--- src/rtl/bcd2bin_pkg.sv ---
// Shared constants and state encoding for the sequential BCD-to-binary converter.
package bcd2bin_pkg;

  localparam int DIG_W = 4;
  localparam logic [DIG_W-1:0] ADJ_THRESH = 4'd8;
  localparam logic [DIG_W-1:0] ADJ_SUB    = 4'd3;
  localparam logic [DIG_W-1:0] BCD_MAX    = 4'd9;

  typedef enum logic [1:0] {
    IDLE,
    SHIFT,
    ADJUST,
    DONE
  } state_t;

endpackage

--- src/rtl/bcd_digit_adj.sv ---
// Per-digit reverse double-dabble correction (>=8 -> -3) and invalid-digit flag.
module bcd_digit_adj
  import bcd2bin_pkg::*;
(
  input  logic [DIG_W-1:0] digit,
  output logic [DIG_W-1:0] adj,
  output logic             invalid
);

  assign adj     = (digit >= ADJ_THRESH) ? (digit - ADJ_SUB) : digit;
  assign invalid = (digit > BCD_MAX);

endmodule

--- src/rtl/bcd2bin_seq.sv ---
// Sequential BCD-to-binary converter (reverse double-dabble, shift right / subtract 3).
// Define BCD2BIN_FAST_EN to fold the digit correction into the shift cycle.
module bcd2bin_seq
  import bcd2bin_pkg::*;
#(
  parameter int NDIG  = 2,
  parameter int BIN_W = 7
) (
  input  logic                    clk,
  input  logic                    reset,
  input  logic                    start,
  input  logic [DIG_W*NDIG-1:0]   bcd_in,
  output logic [BIN_W-1:0]        bin,
  output logic                    busy,
  output logic                    done,
  output logic                    err
);

  localparam int BCD_W = DIG_W * NDIG;
  localparam int CNT_W = $clog2(BIN_W + 1);

`ifdef BCD2BIN_FAST_EN
  localparam bit FAST_EN = 1'b1;
`else
  localparam bit FAST_EN = 1'b0;
`endif

  state_t           state, state_nx;
  logic [BCD_W-1:0] bsr, bsr_nx;
  logic [BIN_W-1:0] rsr, rsr_nx;
  logic [CNT_W-1:0] cnt, cnt_nx;
  logic [BIN_W-1:0] bin_q, bin_nx;
  logic             err_q, err_nx;

  logic [BCD_W-1:0] adj_in;
  logic [BCD_W-1:0] adj_out;
  logic [NDIG-1:0]  dig_bad;
  logic             any_bad;

  // One correction cell per digit: checks bcd_in while idle, corrects bsr otherwise.
  assign adj_in  = (state == IDLE) ? bcd_in : (FAST_EN ? (bsr >> 1) : bsr);
  assign any_bad = |dig_bad;

  for (genvar g = 0; g < NDIG; g++) begin : g_dig
    bcd_digit_adj u_adj (
      .digit   (adj_in[g*DIG_W +: DIG_W]),
      .adj     (adj_out[g*DIG_W +: DIG_W]),
      .invalid (dig_bad[g])
    );
  end

  always_comb begin
    state_nx = state;
    bsr_nx   = bsr;
    rsr_nx   = rsr;
    cnt_nx   = cnt;
    bin_nx   = bin_q;
    err_nx   = err_q;
    case (state)
      IDLE: begin
        if (start) begin
          rsr_nx = '0;
          cnt_nx = '0;
          if (any_bad) begin
            bsr_nx   = '0;
            bin_nx   = '0;
            err_nx   = 1'b1;
            state_nx = DONE;
          end else begin
            bsr_nx   = bcd_in;
            state_nx = SHIFT;
          end
        end
      end
      SHIFT: begin
        rsr_nx = {bsr[0], rsr[BIN_W-1:1]};
        bsr_nx = FAST_EN ? adj_out : (bsr >> 1);
        cnt_nx = cnt + 1'b1;
        // Result is latched on entry to DONE so it is already valid while done is high.
        if (cnt_nx == CNT_W'(BIN_W)) begin
          bin_nx   = rsr_nx;
          err_nx   = |bsr_nx;
          state_nx = DONE;
        end else begin
          state_nx = FAST_EN ? SHIFT : ADJUST;
        end
      end
      ADJUST: begin
        bsr_nx   = adj_out;
        state_nx = SHIFT;
      end
      DONE: begin
        state_nx = IDLE;
      end
      default: begin
        state_nx = IDLE;
      end
    endcase
  end

  always_ff @(posedge clk) begin
    if (reset) begin
      state <= IDLE;
      bsr   <= '0;
      rsr   <= '0;
      cnt   <= '0;
      bin_q <= '0;
      err_q <= 1'b0;
    end else begin
      state <= state_nx;
      bsr   <= bsr_nx;
      rsr   <= rsr_nx;
      cnt   <= cnt_nx;
      bin_q <= bin_nx;
      err_q <= err_nx;
    end
  end

  assign bin  = bin_q;
  assign err  = err_q;
  assign done = (state == DONE);
  assign busy = (state != IDLE);

endmodule
--- config.mk ---
export PLATFORM = sky130hd
export DESIGN_NAME = bcd2bin_seq
export DESIGN_NICKNAME = d
export VERILOG_FILES = /design/src/rtl/bcd2bin_pkg.sv /design/src/rtl/bcd_digit_adj.sv /design/src/rtl/bcd2bin_seq.sv
export SDC_FILE = /design/constraint.sdc
export NUM_CORES = 1
export LEC_CHECK = 0
export CAP_MARGIN = 20
export CORE_UTILIZATION = 40
export CTS_BUF_LIST = sky130_fd_sc_hd__clkbuf_4
export DETAILED_ROUTE_END_ITERATION = 16
export GPL_ROUTABILITY_DRIVEN = 0
export PLACE_DENSITY_LB_ADDON = 0.05
export SETUP_SLACK_MARGIN = 0.1
export SLEW_MARGIN = 30
export SYNTH_ARGS = -nofsm -noshare
export SYNTH_HDL_FRONTEND = slang
export SYNTH_HIERARCHICAL = 1
export SYNTH_SLANG_ARGS = --single-unit
--- constraint.sdc ---
create_clock -name clk -period 2.78 [get_ports clk]
set_input_delay 0.278 -clock clk [delete_from_list [all_inputs] [get_ports clk]]
set_output_delay 0.278 -clock clk [all_outputs]
set_load 0.005 [all_outputs]
==> metrics.yaml <==
final_core_utilization_pct: 50.7
seq_area_frac_synth_pct: 33.2
multiInputGateArea_um2: 1010
grt_pass1_wl_um: 6220
synth-compound-area-share_pct: 26.8
dpl_cell_area_um2: 1830
dp_hpwl_um: 2610
syn_avg_cell_area_um2: 8.96
final-max-slew-violation-count: 0
p_per_area_nw_per_um2: 1130
syn_nets: 205
r2r_start: "state[0]"
synthTopCellsByArea: "dfxtp_1 33%, ha_1 9.2%, a22oi_1 6.4%, mux2_2 5.5%, nor2_1 4.8%"
reg2regPathDepth: 12
hp-start: "reset"
criticalPathCategory: "flop to flop"
synth_xor_area_share_pct: 2.69
synth_mux_area_share_pct: 5.53
regArea_um2: 541
synthAdderAreaFrac_pct: 9.21
crit_path_end_kind: "flop"
hold_viol_final: 0
wl_um: 3760
antenna_found_initial: 0
irDropWorstVdd_uv: 608
drtIter0Drc: 98
rows: 22
via_per_inst: 5.49
crit_required_ps: 3060
outcome: "complete, no violations"
overflow: 0
wl_met1_um: 1760
worst_setup_path_start_kind: "flop"
arrival_ps: 2760
wl_met2_um: 1890
clk_latency_ps: 330
drive_gt1_share_pct: 14.4
num-nets-final: 225
cts_root_buffer: "clkbuf_4"
place_ws_ps: -5.18
syn2layout_area_growth_pct: 17.3
die_y_um: 65.8
cpPeakStageDelay_ps: 390
synth_warnings: 6
async_flop_share_pct: 0
synth-edff-count: 0
synth_top_family_by_area: "compound AO/OA/AOI/OAI gates"
maxCapViolCount: 0
post-route-period-util_pct: 89.4
met3_length_um: 89
start_util_pct: 43.2
grt_pass1_vias: 1345
top_layer_used: "met4"
synthCells: 182
ys_types: 37
stdcell_area_um2: 1910
synthTopCellsByCount: "27 x dfxtp_1, 21 x nor2_1, 14 x a21oi_1, 14 x a22oi_1, 12 x ha_1"
hold_ws_ps: 387
timing.final.crit_period_ps: 2490
timing.critical_path.slowest_stage_cell: "dfxtp_1"
clkTransAtPathRegs_ps: 160
antenna_cells: 0
vias: 1366
synth_top_flop_cell: "dfxtp_1"
htreeDepth: 1
rr_endpoint: "bin[3]"
holdCritPathClass: "input pin to flop"
core-area_um2: 3770
pin_count: 21
worst_pin_slew_ps: 576
cts_tree: "built"
cts_made_buffers: 3
r2r_slack_ps: 290
io_buffers: 20
synth_top_cell_area_share_pct: 33.2
yosys.area_share.simple_pct: 15.0
grt_max_degree: 28
yosysMostFrequentCell: "dfxtp_1"
drcViolationCount: 0
crit_fanout: 9
yosysTopAreaCell: "dfxtp_1"
power.leakage_nw: 0.726
holdPathStages: 2
cts_buffer_depth: 2
setup_ws_ps: 294
max_freq_mhz: 402
dieArea_um2: 4330
grt_setup_unrepaired: "no"
drtPass1Iterations: 4
cts_sinks: 27
dp_cells: 242
synth_seq_cells: 27
nFillCells: 358
synth_area_um2: 1630
min_to: "rsr[2]"
instances_no_fill: 249
die-width_um: 65.8
track_usage_pct: 18.9
clock_skew_ps: 2.29
ant_nets: 0
setup_viol: 0
slew_headroom_pct: 61.6
crit_chain: "inv_2, ha_4, mux2_2, inv_1, ha_1, nor2_1, o21a_1, o211ai_1, buf_4, a21boi_4, o21ai_0, a21oi_1"
post_drt_wl_per_cell_um: 15.1
[cell usage in the layout (no fill, tap or decap), types with 6 or more instances in the layout]
cell / n
a21oi_1: 14
mux2_2: 8
a211oi_1: 8
inv_1: 6
o21ai_0: 11
ha_1: 11
buf_4: 6
clkdlybuf4s50_1: 19
dfxtp_1: 27
a22o_1: 7
nand4_1: 7
nor2_1: 21
a22oi_1: 14
[layout make-up]
cell class | count | area share (%)
Inverter | 9 | 1.77
Clock inverter | 1 | 0.393
Clock buffer | 3 | 1.18
Sequential cell | 27 | 28.3
Tap cell | 48 | 3.14
Multi-Input combinational cell | 135 | 52.7
Timing Repair Buffer | 26 | 12.6
[what timing repair did]
item / CTS / global route
setup endpoints to repair: 12 / 11
cloned: 0 / 1
pin swaps: 0 / 1
setup buffers: 0 / 2
hold buffers: 0 / 0
gates resized for setup: 2 / 4
[how the worst max path moves through the flow]
stage	startpoint	end	slack, ps	cells after the start
floorplan	state[0]	err	410	12
global placement	state[0]	err	80	11
detailed placement	state[0]	bin[3]	-5	11
CTS	state[0]	bin[3]	150	11
global route	state[0]	err	110	12
finish	state[0]	bin[3]	290	12
[cells by family (layout without fill, tap and decap cells)]
| group | after synthesis | count (layout) |
|---|---|---|
| AO/OA/AOI/OAI | 64 | 65 |
| XOR/XNOR | 5 | 5 |
| adder cells (fa/ha/maj) | 12 | 12 |
| buffers and inverters | 21 | 39 |
| flip-flops | 27 | 27 |
| multiplexers | 8 | 8 |
| AND/OR/NAND/NOR | 45 | 45 |
[where the power goes]
group	switching [W]	leakage (nW)	total [W]	internal, W
clock network	0.000129	0.0139	0.000184	0.0000551
logic	0.000797	0.493	0.00141	0.000616
registers	0.0000897	0.220	0.000562	0.000472
[metrics by stage]
stage | setup TNS [ps] | power [W]
finish | 0 | 0.00216
global route | 0 | 0.00236
CTS | 0 | 0.00206
detailed placement | -6.17 | 0.00184
global placement | 0 | 0.00182
floorplan | 0 | 0.00160
[flip-flops by register name, indices dropped and copies added, names as in the netlist]
signal / cells
bin: 7
bsr: 8
err: 1
rsr: 6
cnt: 3
state: 2
[critical path, delay by kind of cell, from the launching register on]
kind | cells | cell delay (ps)
adders and majority gates | 2 | 370
buffers and inverters | 3 | 380
DFF | 1 | 390
and+or+nand+nor | 1 | 40
AOI/OAI and AO/OA | 5 | 870
muxes | 1 | 380
[routing by layer]
layer / GRT usage, % / vias to the layer above
met2: 34.9 / 16
met3: 3.62 / 2
li1: - / 705
met1: 22.4 / 643
met4: 3.53 / 0
met5: 0 / -
(Power assumes the default switching activity.)
